## src/rtl/priv_pkg.sv

```systemverilog
// Shared encodings and default ring boundaries for the privilege monitor.
// Pure declarations: no logic, no latency, no flow control.
// No backpressure: nothing here carries traffic.
package priv_pkg;

  typedef enum logic [1:0] {
    MODE_KERNEL  = 2'd0,
    MODE_USER    = 2'd1,
    MODE_SYSCALL = 2'd2,
    MODE_FAULT   = 2'd3
  } mode_e;

  typedef enum logic [2:0] {
    FC_NONE   = 3'd0,
    FC_JUMP   = 3'd1,
    FC_MEM    = 3'd2,
    FC_REG_WR = 3'd3,
    FC_REG_RD = 3'd4
  } fault_code_e;

  localparam int unsigned DEF_ADDR_W         = 16;
  localparam int unsigned DEF_SEL_W          = 5;
  localparam int unsigned DEF_RING0_LAST     = 32767;
  localparam int unsigned DEF_RING0_ENTRY    = 0;
  localparam int unsigned DEF_RING0_MEM_LAST = 0;
  localparam int unsigned DEF_RING0_REG_LAST = 0;

endpackage

```

## src/rtl/priv_violation_check.sv

```systemverilog
// Prioritised ring-violation decode of one cycle of user-mode core activity.
// Purely combinational, zero latency.
// No backpressure: observes the core, never stalls it.
module priv_violation_check
  import priv_pkg::*;
#(
  parameter int unsigned ADDR_W         = DEF_ADDR_W,
  parameter int unsigned SEL_W          = DEF_SEL_W,
  parameter int unsigned RING0_LAST     = DEF_RING0_LAST,
  parameter int unsigned RING0_ENTRY    = DEF_RING0_ENTRY,
  parameter int unsigned RING0_MEM_LAST = DEF_RING0_MEM_LAST,
  parameter int unsigned RING0_REG_LAST = DEF_RING0_REG_LAST
) (
  input  logic              jump,
  input  logic [ADDR_W-1:0] jump_target,
  input  logic              mem_valid,
  input  logic [ADDR_W-1:0] mem_addr,
  input  logic [SEL_W-1:0]  a_sel,
  input  logic [SEL_W-1:0]  b_sel,
  input  logic              write_enable,
  input  logic [SEL_W-1:0]  write_sel,
  output fault_code_e       code,
  output logic [ADDR_W-1:0] addr
);

  localparam logic [ADDR_W-1:0] ENTRY = ADDR_W'(RING0_ENTRY);

  // Comparisons are done in 32 bits so a boundary at the top of the address space stays exact.
  always_comb begin
    code = FC_NONE;
    addr = '0;
    if (jump && 32'(jump_target) <= RING0_LAST && jump_target != ENTRY) begin
      code = FC_JUMP;
      addr = jump_target;
    end else if (mem_valid && 32'(mem_addr) <= RING0_MEM_LAST) begin
      code = FC_MEM;
      addr = mem_addr;
    end else if (write_enable && 32'(write_sel) <= RING0_REG_LAST) begin
      code = FC_REG_WR;
      addr = ADDR_W'(write_sel);
    end else if (32'(a_sel) <= RING0_REG_LAST) begin
      code = FC_REG_RD;
      addr = ADDR_W'(a_sel);
    end else if (32'(b_sel) <= RING0_REG_LAST) begin
      code = FC_REG_RD;
      addr = ADDR_W'(b_sel);
    end
  end

endmodule

```

## src/rtl/priv_guard.sv

```systemverilog
// Ring-0/ring-3 monitor beside CPUTop: memory offsets, fault capture, sticky halt (PRIV_SYSCALL_COUNT_EN adds a syscall counter).
// Offsets, mode and fault fields are registered: 1-cycle latency from inputs.
// No backpressure: the core is never stalled; a fault only raises the sticky halt request.
module priv_guard
  import priv_pkg::*;
#(
  parameter int unsigned ADDR_W         = DEF_ADDR_W,
  parameter int unsigned SEL_W          = DEF_SEL_W,
  parameter int unsigned RING0_LAST     = DEF_RING0_LAST,
  parameter int unsigned RING0_ENTRY    = DEF_RING0_ENTRY,
  parameter int unsigned RING0_MEM_LAST = DEF_RING0_MEM_LAST,
  parameter int unsigned RING0_REG_LAST = DEF_RING0_REG_LAST
) (
  input  logic              clock,
  input  logic              reset,
  input  logic [ADDR_W-1:0] io_pc,
  input  logic              io_jump,
  input  logic [ADDR_W-1:0] io_jumpTarget,
  input  logic              io_memValid,
  input  logic [ADDR_W-1:0] io_memAddr,
  input  logic [SEL_W-1:0]  io_aSel,
  input  logic [SEL_W-1:0]  io_bSel,
  input  logic              io_writeEnable,
  input  logic [SEL_W-1:0]  io_writeSel,
  input  logic              io_syscall,
  output logic [ADDR_W-1:0] io_programMemoryOffset,
  output logic [ADDR_W-1:0] io_dataMemoryOffset,
  output logic [1:0]        io_mode,
  output logic              io_fault,
  output logic [2:0]        io_faultCode,
  output logic [ADDR_W-1:0] io_faultAddr,
  output logic [ADDR_W-1:0] io_faultPc
`ifdef PRIV_SYSCALL_COUNT_EN
  ,
  output logic [15:0]       io_syscallCount
`endif
);

  // Wraps to zero when ring 0 spans the whole space; user is then never true.
  localparam logic [ADDR_W-1:0] USER_OFF = ADDR_W'(RING0_LAST + 32'd1);
  localparam logic [ADDR_W-1:0] ENTRY    = ADDR_W'(RING0_ENTRY);

  mode_e             mode_q;
  fault_code_e       code_q;
  fault_code_e       viol_code;
  logic [ADDR_W-1:0] viol_addr;
  logic [ADDR_W-1:0] prog_off_q, data_off_q, fault_addr_q, fault_pc_q;
  logic              fault_q;
  logic              user, checks_on, violation, legal_entry;

  priv_violation_check #(
    .ADDR_W        (ADDR_W),
    .SEL_W         (SEL_W),
    .RING0_LAST    (RING0_LAST),
    .RING0_ENTRY   (RING0_ENTRY),
    .RING0_MEM_LAST(RING0_MEM_LAST),
    .RING0_REG_LAST(RING0_REG_LAST)
  ) u_check (
    .jump        (io_jump),
    .jump_target (io_jumpTarget),
    .mem_valid   (io_memValid),
    .mem_addr    (io_memAddr),
    .a_sel       (io_aSel),
    .b_sel       (io_bSel),
    .write_enable(io_writeEnable),
    .write_sel   (io_writeSel),
    .code        (viol_code),
    .addr        (viol_addr)
  );

  assign user        = 32'(io_pc) > RING0_LAST;
  assign checks_on   = (mode_q == MODE_USER) && user;
  assign violation   = checks_on && (viol_code != FC_NONE);
  assign legal_entry = checks_on && !violation && io_jump && (io_jumpTarget == ENTRY);

  always_ff @(posedge clock) begin
    if (reset) begin
      mode_q       <= MODE_KERNEL;
      prog_off_q   <= '0;
      data_off_q   <= '0;
      fault_q      <= 1'b0;
      code_q       <= FC_NONE;
      fault_addr_q <= '0;
      fault_pc_q   <= '0;
    end else begin
      if (mode_q != MODE_FAULT) begin
        prog_off_q <= (user && !io_syscall) ? USER_OFF : '0;
        data_off_q <= user ? USER_OFF : '0;
      end
      case (mode_q)
        MODE_KERNEL, MODE_SYSCALL: begin
          if (user) mode_q <= MODE_USER;
        end
        MODE_USER: begin
          if (violation) begin
            mode_q       <= MODE_FAULT;
            fault_q      <= 1'b1;
            code_q       <= viol_code;
            fault_addr_q <= viol_addr;
            fault_pc_q   <= io_pc;
          end else if (legal_entry) begin
            mode_q <= io_syscall ? MODE_SYSCALL : MODE_KERNEL;
          end
        end
        default: ;
      endcase
    end
  end

`ifdef PRIV_SYSCALL_COUNT_EN
  logic [15:0] syscall_cnt_q;

  always_ff @(posedge clock) begin
    if (reset) begin
      syscall_cnt_q <= '0;
    end else if (legal_entry && io_syscall && syscall_cnt_q != 16'hFFFF) begin
      syscall_cnt_q <= syscall_cnt_q + 16'd1;
    end
  end

  assign io_syscallCount = syscall_cnt_q;
`endif

  assign io_programMemoryOffset = prog_off_q;
  assign io_dataMemoryOffset    = data_off_q;
  assign io_mode                = mode_q;
  assign io_fault               = fault_q;
  assign io_faultCode           = code_q;
  assign io_faultAddr           = fault_addr_q;
  assign io_faultPc             = fault_pc_q;

endmodule

```

## config.mk

```make
export PLATFORM = sky130hd
export DESIGN_NAME = priv_guard
export DESIGN_NICKNAME = d
export VERILOG_FILES = /design/src/rtl/priv_pkg.sv /design/src/rtl/priv_violation_check.sv /design/src/rtl/priv_guard.sv
export SDC_FILE = /design/constraint.sdc
export NUM_CORES = 1
export LEC_CHECK = 0
export CORE_UTILIZATION = 33
export DETAILED_ROUTE_END_ITERATION = 10
export PLACE_DENSITY = 0.89
export RECOVER_POWER = 25
export SYNTH_ARGS = -nofsm -noshare
export SYNTH_HDL_FRONTEND = slang
export SYNTH_SLANG_ARGS = --single-unit
```

## constraint.sdc

```tcl
create_clock -name clock -period 1.8 [get_ports clock]
set_clock_uncertainty 0.2 [all_clocks]
set_input_delay 0.18 -clock clock [delete_from_list [all_inputs] [get_ports clock]]
set_output_delay 0.18 -clock clock [all_outputs]
set_load 0.03 [all_outputs]
```

== Word level (Yosys, flattened, before mapping) ==
Cells that the tools add are included.

* Input port bits: 69
* Register bits after elaboration: 70
* Word-level logic and storage cells: 55
* Output and inout bits: 70

* Reduce and logical (&&, ||, !) cells: 20
* Muxes and demuxes: 17
* Equal/unequal tests: 5
* Magnitude comparators: 6

{| class="wikitable"
|+ Operator list
! kind !! number
|-
| $mux W16 || 6
|-
| $gt A16 B15 Y1 const B || 1
|-
| $le A16 B1 Y1 const B || 1
|-
| $le A16 B15 Y1 const B || 1
|-
| $logic_not A16 Y1 || 1
|-
| $reduce_bool A16 Y1 || 1
|-
| $le A5 B1 Y1 const B || 3
|-
| $mux W3 || 5
|-
| $logic_and A1 B1 Y1 || 10
|-
| $mux W2 || 4
|-
| $mux W5 || 1
|-
| $ne A2 B2 Y1 const B || 2
|-
| $pmux W2 S2 || 1
|-
| $ne A3 B3 Y1 const B || 1
|-
| $reduce_and A3 Y1 || 1
|-
| $reduce_bool A3 Y1 || 1
|-
| $eq A2 B1 Y1 const B || 1
|-
| $eq A2 B2 Y1 const B || 1
|-
| $logic_not A1 Y1 || 2
|-
| $logic_not A2 Y1 || 1
|-
| $reduce_and A2 Y1 || 1
|-
| $reduce_bool A2 Y1 || 1
|-
| $reduce_or A2 Y1 || 1
|}

== Depth between registers and ports, before layout ==
Gate-level depths: netlist (run 1).

* Depth after elaboration: 15
* Gate-level depth with buffers: 7
* Mapped depth without buffers: 5

== Cells and area by module ==
From an unflattened synthesis (run 1), not the netlist that was laid out.

* Cells, all modules: 254
* Area, all modules: 2,001.9 µm²

{| class="wikitable"
|+ By module, submodules not included
! module !! area an instance (µm²) !! cells each !! instances
|-
| priv_guard || 1,736.7 || 214 || 1
|-
| priv_violation_check || 265.3 || 40 || 1
|}

== Worst setup path before layout (run 1) ==
OpenSTA, ideal clock, no wires.

* Path type: reg-to-reg
* From: reg mode_q[0], in the netlist io_mode[0]
* To: reg fault_pc_q[10], in the netlist io_faultPc[10]
* Arrival: 1.614 ns
* Stages on the path, launching flop included: 6
* Setup slack: -0.085 ns
* Setup time: 0.072 ns
* Cells stage by stage: dfxtp_1 > nand2_1 > or2_2 > a21oi_4 > buf_12 > mux2i_1

* Longest elaborated chain between the ends: 4

{| class="wikitable"
|+ Ends and longest elaborated chain
! item !! line !! source
|-
| start: declaration || priv_guard.sv:43 || <nowiki>mode_e mode_q;</nowiki>
|-
| start signal: assignment || priv_guard.sv:102 || <nowiki>mode_q <= io_syscall ? MODE_SYSCALL : MODE_KERNEL;</nowiki>
|-
| $eq A2 B1 Y1 (*) || priv_guard.sv:72, priv_guard.sv:90 ||
|-
| $logic_and A1 B1 Y1 || priv_guard.sv:72 || <nowiki>assign checks_on = (mode_q == MODE_USER) && user;</nowiki>
|-
| $logic_and A1 B1 Y1 || priv_guard.sv:73 || <nowiki>assign violation = checks_on && (viol_code != FC_NONE);</nowiki>
|-
| $reduce_and A2 Y1 (no line) (*) || -- ||
|-
| end signal: assignment || priv_guard.sv:100 || <nowiki>fault_pc_q <= io_pc;</nowiki>
|-
| end: declaration || priv_guard.sv:47 || <nowiki>logic [ADDR_W-1:0] prog_off_q, data_off_q, fault_addr_q, fault_pc_q;</nowiki>
|}

Every way passes the cells marked *; elsewhere a longest branch is shown, timed or not.
A chain may end at the register's enable or synchronous reset.

== Final worst setup path (run 1) ==
* From: reg data_off_q[15], in the netlist io_dataMemoryOffset[15]
* To: out io_dataMemoryOffset[15]

{| class="wikitable"
|+ RTL lines
! item !! line !! source
|-
| start: declaration || priv_guard.sv:47 ||
|-
| start signal: assignment || priv_guard.sv:88 || <nowiki>data_off_q <= user ? USER_OFF : '0;</nowiki>
|-
| end: declaration || priv_guard.sv:27 || <nowiki>output logic [ADDR_W-1:0] io_dataMemoryOffset,</nowiki>
|}

No word-level cell between the ends.

==> tab_implementation.tex, run 1 <==
\begin{tabular}{lr}
\hline
Metric & Value \\
\hline
\multicolumn{2}{l}{\textbf{Global route}} \\
\quad Largest net degree at the start of global routing & 57 \\
\quad GRT Total Usage & 16.8\% \\
\quad First-pass GRT wire length & 9380 um \\
\quad Number of antenna violations at the first check in global routing & 0 \\
\quad Vias in the first global route & around 2,000 \\
\quad Overflow left after global routing & 0 \\
\multicolumn{2}{l}{\textbf{STA}} \\
\quad Upper clock frequency limit & 573 MHz \\
\quad Total setup violations reported at the end of the flow & 0 \\
\quad Share of the clock period used by the worst path & a little over nine tenths \\
\quad Hold Fails Final Rpt & 1 \\
\quad Hold WS & -22.2 ps \\
\quad Number of pins with negative max-slew slack in the final report & 0 \\
\quad Final Worst Setup Slack & 53.7 ps \\
\quad Min Tclk post-route & 1750 ps \\
\multicolumn{2}{l}{\textbf{Floorplan}} \\
\quad Number of I/O pins & 139 \\
\quad Total die area & slightly below 7000 um\^{}2 \\
\quad Die span in y & around 83 um \\
\quad Width of the die & 82.8 um \\
\quad Row cnt & 29 \\
\quad Initial Util & between 30 and 40\% \\
\quad Core Area & around 6300 um\^{}2 \\
\multicolumn{2}{l}{\textbf{Setup path}} \\
\quad Family with the most delay on the worst path & buffers and inverters \\
\quad Nature of the critical path startpoint & flip-flop \\
\quad Worst R2R Setup Slack & 200 ps \\
\quad Crit path required time & 1420 ps \\
\quad Largest stage delay on the critical path & around 760 ps \\
\quad Cell-by-cell trace of the critical path & dlygate4sd3\_1 \\
\quad Highest-delay cell along the critical path & dlygate4sd3\_1 \\
\quad Crit path buf inv count & 1 \\
\quad Sort of element at the end of the critical path & primary output \\
\quad Data arrival time of the critical path & roughly 1400 ps \\
\quad Largest fanout on the critical path & 2 \\
\quad Worst setup path category & flip-flop to primary output \\
\multicolumn{2}{l}{\textbf{Clock tree}} \\
\quad Sink count of the clock tree & 40 \\
\quad Maximum buffer depth of the clock tree & 2 \\
\quad Clock insertion delay at the later pin of the skew report & 280 ps \\
\quad CTS tree & done \\
\quad Cell at the root of the clock tree & clkbuf\_8 \\
\quad TritonCTS buffer count & 5 \\
\quad H-tree depth & 2 \\
\quad Clock-pin transition on the worst setup and hold timing paths & 70 ps \\
\multicolumn{2}{l}{\textbf{Routing}} \\
\quad Post-detailed-routing wire length & 5810 um \\
\quad Post-detailed-route DRC marker count & 0 \\
\quad Total number of vias & 1,959 \\
\quad Number of antenna-violating nets in the routed design & 0 \\
\quad Number of detailed-route iterations in the first pass & 4 \\
\quad Detailed-route wire length per cell & 13.1 um \\
\quad First-iteration detailed-routing DRC count & 38 \\
\quad Routed vias/inst & approximately 4.4 \\
\multicolumn{2}{l}{\textbf{Layout}} \\
\quad Antenna diode count & 0 \\
\quad Ratio of cells with drive above 1 in the final layout & 19.0\% \\
\quad Final design utilization & between 50\% and 60\% \\
\quad Design area & 3580 um\^{}2 \\
\quad Final \#Nets & 436 \\
\quad Area Growth Syn to Fin & 66.2\% \\
\quad Final-layout fill cell count & 563 \\
\multicolumn{2}{l}{\textbf{Hold path}} \\
\quad Hold WC Path Type & primary input to flip-flop \\
\multicolumn{2}{l}{\textbf{Logic synthesis}} \\
\quad Sequential fraction of the synthesis area & 37.1\% \\
\quad Avg Cell Area, Syn & $\sim$9.4 um\^{}2 \\
\quad Flip-flop and latch count after synthesis & 40 \\
\quad Count of different cell masters after synthesis & 37 \\
\quad Synthesized instance count & 230 \\
\quad Synth Cell Area & 2160 um\^{}2 \\
\quad Total of warnings raised by yosys & 0 \\
\multicolumn{2}{l}{\textbf{Placed design}} \\
\quad Quantity of I/O buffers inserted on ports & about 110 \\
\quad Placed standard-cell area & 3320 um\^{}2 \\
\quad Worst setup slack after placement & -719 ps \\
\quad Final HPWL from detailed placement & roughly 4300 um \\
\quad Weighted congestion reported at the end of routability-driven placement & 0.749 \\
\multicolumn{2}{l}{\textbf{Power and ir drop}} \\
\quad Maximum resistive drop on vdd & about 0.29 mV \\
\quad PD cells & 581 nW/um\^{}2 \\
\quad Leakage power figure & approximately 0.0015 uW \\
\multicolumn{2}{l}{\textbf{Run status}} \\
\quad Outcome & finished with violations \\
\quad Failing checks & negative hold slack \\
\multicolumn{2}{l}{\textbf{Run}} \\
\quad Max-cap violations & 0 \\
\hline
\end{tabular}
-- timing repair --
item | in CTS | in global routing
endpoints found under the setup margin | 38 | 30
setup buffers | 7 | 0
pin swaps | 19 | 17
hold buffers | 2 | 2
resized for setup | 80 | 26
gates cloned | 2 | 0
endpoints found under the hold margin | 2 | 2
-- cells by family after synthesis --
group                  count (synthesis)  share of synthesized area [%]
AND/OR/NAND/NOR                       94                           26.3
buffers and inverters                 44                           14.7
AO/OA/AOI/OAI                         19                           6.73
flip-flops                            40                           37.1
multiplexers                          32                           14.9
other                                  1                          0.174
-- through the flow --
| stage | total power, uW | setup TNS [ps] | instances | hold slack, ps |
|---|---|---|---|---|
| after floorplan | 1200 | -487 | 259 | 119 |
| after global placement | 1380 | -22050 | 424 | 242 |
| after detailed placement | 1390 | -23910 | 424 | 243 |
| after CTS | 2110 | -19.3 | 443 | 64.5 |
| after global routing | 2170 | -24.3 | 445 | 8.94 |
| final | 2080 | 0 | 445 | -22.2 |
-- where the power goes --
group	switching [uW]	internal, uW	leakage (uW)
Sequential	8.48	901	0.000324
Combinational	243	217	0.00116
Clock	303	412	0.0000552
Total	555	1530	0.00154
-- flip-flops by register name, summed over array words and instances, names as in the netlist --
register	flops
io_mode	2
io_faultCode	3
io_dataMemoryOffset	1
io_programMemoryOffset	1
io_fault	1
io_faultAddr	16
io_faultPc	16
-- cells in the final DEF, fill, tap and decap left out, types with 3 or more instances in the layout --
cell type / instances
mux2i_1: 31
nand3_1: 3
dfxtp_1: 39
buf_2: 6
clkdlybuf4s15_1: 4
nor2_1: 3
conb_1: 30
nand2b_1: 47
clkdlybuf4s50_1: 59
clkbuf_2: 7
dlymetal6s2s_1: 6
clkbuf_1: 4
buf_4: 20
nor4_4: 4
dlygate4sd2_1: 21
inv_1: 4
buf_6: 4
dlygate4sd3_1: 8
clkbuf_8: 5
nand2_1: 18
a21oi_1: 8
-- cell usage after synthesis --
| master | n | area share [%] |
|---|---|---|
| a2111oi_0 | 1 | 0.41 |
| a211oi_1 | 1 | 0.35 |
| a21bo_2 | 1 | 0.46 |
| a21boi_0 | 1 | 0.35 |
| a21oi_1 | 8 | 1.9 |
| a21oi_4 | 1 | 0.75 |
| a41oi_2 | 1 | 0.75 |
| and4_1 | 1 | 0.41 |
| buf_12 | 2 | 1.9 |
| buf_4 | 30 | 10 |
| buf_6 | 1 | 0.52 |
| clkbuf_1 | 7 | 1.2 |
| conb_1 | 1 | 0.17 |
| dfxtp_1 | 40 | 37 |
| inv_1 | 4 | 0.70 |
| mux2i_1 | 32 | 15 |
| nand2_1 | 18 | 3.1 |
| nand2b_1 | 47 | 14 |
| nand3_1 | 3 | 0.70 |
| nand3b_1 | 2 | 0.70 |
| nand4_1 | 1 | 0.29 |
| nor2_1 | 3 | 0.52 |
| nor2_2 | 1 | 0.29 |
| nor2b_1 | 1 | 0.29 |
| nor3_1 | 3 | 0.70 |
| nor3b_1 | 1 | 0.35 |
| nor4_1 | 4 | 1.2 |
| nor4_2 | 4 | 2.3 |
| nor4b_1 | 1 | 0.41 |
| o21ai_0 | 2 | 0.46 |
| o21ai_2 | 1 | 0.41 |
| o21bai_1 | 1 | 0.35 |
| o22ai_2 | 1 | 0.58 |
| or2_1 | 1 | 0.29 |
| or2_2 | 1 | 0.29 |
| or4_1 | 1 | 0.35 |
| or4_4 | 1 | 0.52 |
-- layer usage --
metal | vias to the layer above | GRT usage [%] | wire length (um)
met3 | 6 | 3.58 | 250
met5 | - | 0 | 0
li1 | 985 | - | -
met2 | 64 | 31.6 | 3160
met4 | 0 | 5.02 | 63
met1 | 904 | 18.8 | 2330
-- worst reg2reg max path, stage by stage (launching register included) --
cell and delay (ps):
dfxtp_2 330, nand2_1 60, or2_2 310, a21oi_4 230
buf_12 180, mux2i_2 220
-- area by class of cell --
class | count | area [um^2] | share of cell area, %
clock buffers | 6 | 72.6 | 2.03
clock inverters | 2 | 35.0 | 0.978
inverters | 4 | 15.0 | 0.419
multi-input cells | 175 | 1260 | 35.2
flip-flops and latches | 40 | 802 | 22.4
well taps | 77 | 96.3 | 2.69
repair buffers | 141 | 1300 | 36.3
-- worst paths after layout --
check / startpoint / to / depth (start not counted)
setup / recovery: io_dataMemoryOffset[15] / io_dataMemoryOffset[15] / 1
hold / removal: io_jumpTarget[8] / io_faultAddr[8] / 3
setup reg to reg: io_mode[0] / io_faultPc[10] / 5
hold reg to reg: io_fault / io_fault / 2
Note: power is estimated with default switching activity, not from simulation.
==> run 2: changes to the inputs <==
--- a/config.mk
+++ b/config.mk
@@ -5,10 +5,13 @@
 export SDC_FILE = /design/constraint.sdc
 export NUM_CORES = 1
 export LEC_CHECK = 0
+export CORE_ASPECT_RATIO = 1.2
 export CORE_UTILIZATION = 33
 export DETAILED_ROUTE_END_ITERATION = 10
+export GPL_TIMING_DRIVEN = 0
 export PLACE_DENSITY = 0.89
 export RECOVER_POWER = 25
 export SYNTH_ARGS = -nofsm -noshare
 export SYNTH_HDL_FRONTEND = slang
 export SYNTH_SLANG_ARGS = --single-unit
+export TNS_END_PERCENT = 100
==> run 2 against run 1 <==
  * Critical path type is now primary input to flip-flop
  * The flow finishes with violations (negative hold slack, negative setup slack)
  * Wire length rose by 14%
  * Largest power group unchanged
  * Sequential power rose by 0.4%
  * Via count rose by 12%
==> tab_implementation.tex, run 2 (synthesized netlist as in run 1, its figures left out) <==
\begin{tabular}{lr}
\hline
Metric & Value \\
\hline
\multicolumn{2}{l}{\textbf{Run status}} \\
\quad Outcome & finished with violations \\
\quad Failing checks & negative hold slack, negative setup slack \\
\multicolumn{2}{l}{\textbf{Routing}} \\
\quad Detailed-route wire length per cell & 13.6 um (+3.9\%) \\
\quad Post-detailed-routing wire length & 6650 um (+14\%) \\
\quad Total number of vias & 2,186 (+12\%) \\
\quad Post-detailed-route DRC marker count & 0 (unchanged) \\
\quad Number of detailed-route iterations in the first pass & 4 (unchanged) \\
\quad Number of antenna-violating nets in the routed design & 0 (unchanged) \\
\quad Routed vias/inst & 4.46 (+1.3\%) \\
\quad First-iteration detailed-routing DRC count & 52 (+37\%) \\
\multicolumn{2}{l}{\textbf{Placed design}} \\
\quad Weighted congestion reported at the end of routability-driven placement & 0.829 (+11\%) \\
\quad Final HPWL from detailed placement & 4570 um (+7.3\%) \\
\quad Quantity of I/O buffers inserted on ports & 108 (unchanged) \\
\quad Number of placed cells counting well taps & 449 (+5.9\%) \\
\multicolumn{2}{l}{\textbf{STA}} \\
\quad Hold Fails Final Rpt & 1 (unchanged) \\
\quad Total setup violations reported at the end of the flow & 25 (+25) \\
\quad Number of pins with negative max-slew slack in the final report & 0 (unchanged) \\
\quad Upper clock frequency limit & 524 MHz (-8.4\%) \\
\quad Final Worst Setup Slack & -107 ps (-160 ps) \\
\quad Share of the clock period used by the worst path & 106\% (+8.9 points) \\
\quad Aggregate negative setup slack & -1690 ps (-1690 ps) \\
\quad Min Tclk post-route & 1910 ps (+160 ps) \\
\quad Setup repair after global routing missed its margin & true \\
\quad Hold WS & -21.9 ps (+0.303 ps) \\
\multicolumn{2}{l}{\textbf{Power and ir drop}} \\
\quad Leakage power figure & 0.00176 uW (+14\%) \\
\quad Maximum resistive drop on vdd & 0.291 mV (-1.2\%) \\
\quad PD cells & 520 nW/um\^{}2 (-11\%) \\
\multicolumn{2}{l}{\textbf{Clock tree}} \\
\quad CTS tree & done \\
\quad Cell at the root of the clock tree & clkbuf\_8 \\
\quad Sink count of the clock tree & 40 (unchanged) \\
\quad H-tree depth & 2 (unchanged) \\
\quad Clock insertion delay at the later pin of the skew report & 290 ps (about the same) \\
\quad Maximum buffer depth of the clock tree & 2 (unchanged) \\
\quad TritonCTS buffer count & 5 (unchanged) \\
\quad Clock-pin transition on the worst setup and hold timing paths & 80 ps (about the same) \\
\multicolumn{2}{l}{\textbf{Setup path}} \\
\quad Sort of element at the end of the critical path & flip-flop \\
\quad Largest fanout on the critical path & 5 (+3) \\
\quad Nature of the critical path startpoint & primary input \\
\quad Data arrival time of the critical path & 1890 ps (+520 ps) \\
\quad Crit path required time & 1780 ps (+360 ps) \\
\quad Worst R2R Setup Slack & 90 ps (-110 ps) \\
\quad Worst setup path category & primary input to flip-flop \\
\multicolumn{2}{l}{\textbf{Global route}} \\
\quad First-pass GRT wire length & 9790 um (+4.3\%) \\
\quad GRT Total Usage & 18.7\% (+1.9 points) \\
\quad Number of antenna violations at the first check in global routing & 0 (unchanged) \\
\quad Largest net degree at the start of global routing & 13 (-77\%) \\
\quad Overflow left after global routing & 0 (unchanged) \\
\quad Vias in the first global route & 2,203 (+7.5\%) \\
\multicolumn{2}{l}{\textbf{Floorplan}} \\
\quad Initial Util & 35.0\% (+0.81 points) \\
\quad Number of I/O pins & 139 (unchanged) \\
\quad Row cnt & 31 (+6.9\%) \\
\quad Width of the die & 75.8 um (-8.5\%) \\
\quad Die span in y & 90.5 um (+9.3\%) \\
\quad Total die area & 6860 um\^{}2 (about the same) \\
\quad Core Area & 6170 um\^{}2 (-2.3\%) \\
\multicolumn{2}{l}{\textbf{Layout}} \\
\quad Post-route non-filler standard cell count & 490 (+10\%) \\
\quad Antenna diode count & 0 (unchanged) \\
\quad Area Growth Syn to Fin & 85.1\% \\
\quad Ratio of cells with drive above 1 in the final layout & 27.2\% (+8.2 points) \\
\quad Final \#Nets & 476 (+9.2\%) \\
\quad Commonest non-fill, non-tap cells in the layout & clkdlybuf4s50\_1 (65), nand2b\_1 (47), buf\_4 (43), dfxtp\_1 (39) \\
\quad Leading cell type in the layout, fill and taps excluded & clkdlybuf4s50\_1 \\
\quad Final design utilization & 64.7\% (+7.9 points) \\
\multicolumn{2}{l}{\textbf{Run}} \\
\quad Max-cap violations & 0 (unchanged) \\
\multicolumn{2}{l}{\textbf{Hold path}} \\
\quad Hold WC Path Type & primary input to flip-flop \\
\hline
\end{tabular}
run 2: cell types whose count changed in the layout (fill, tap and decap cells not counted), sizes merged, moves of 2 or more:
cell	delta
dlygate4sd3	+4
clkdlybuf4s15	+2
clkdlybuf4s50	+6
buf	+38
dlygate4sd2	-11
run 2: layout make-up:
cell class	instances	area, um^2
inverters	4	15.0
plain buffers	40	308
repair buffers	141	1380
fillers	508	2180
flip-flops and latches	40	802
well taps	82	103
multi-input cells	175	1290
clock inverters	2	10.0
clock buffers	6	82.6
run 2: per-layer routing:
| metal | vias to the layer above | track usage [%] | wire, um |
|---|---|---|---|
| li1 | 1068 | - | - |
| met1 | 983 | 18.7 | 2390 |
| met2 | 116 | 35.0 | 3560 |
| met3 | 19 | 5.13 | 492 |
| met4 | 0 | 6.79 | 198 |
| met5 | - | 0 | 0 |
run 2: worst paths after layout:
| check | from | end | depth (start not counted) |
|---|---|---|---|
| worst max register to register | io_mode[0] | io_faultAddr[11] | 7 |
| worst max-delay path | io_writeSel[3] | io_faultAddr[11] | 9 |
| worst min register to register | io_faultPc[9] | io_faultPc[9] | 2 |
| worst min-delay path | io_jumpTarget[12] | io_faultAddr[12] | 3 |
run 2: through the flow:
stage	cell area, um^2	worst slack [ps]	total power, uW
global route	3990	-132	2170
detailed placement	3480	-704	1430
finish	3990	-107	2080
floorplan	2300	-48.3	1200
CTS	3850	-9.77	2080
global placement	3480	-674	1420
run 2: power breakdown:
group | internal (uW) | total, uW | switching (uW)
Sequential | 901 | 913 | 12.3
Combinational | 283 | 546 | 262
Clock | 306 | 616 | 310
Total | 1490 | 2080 | 585
run 2: worst max-delay path: stages:
cell and delay [ps]:
clkdlybuf4s50_1 450, nor4_2 280, nand3b_1 160, a21bo_4 230, o21ai_4 70, buf_6 160, buf_6 130, buf_6 110
mux2i_1 110
run 2: what timing repair did:
action,CTS,global route
hold endpoints to repair,10,0
cloned,1,1
gates resized for setup,101,35
hold buffers,10,0
pin swaps,16,14
endpoints found under the setup margin,36,34
buffers inserted,16,6
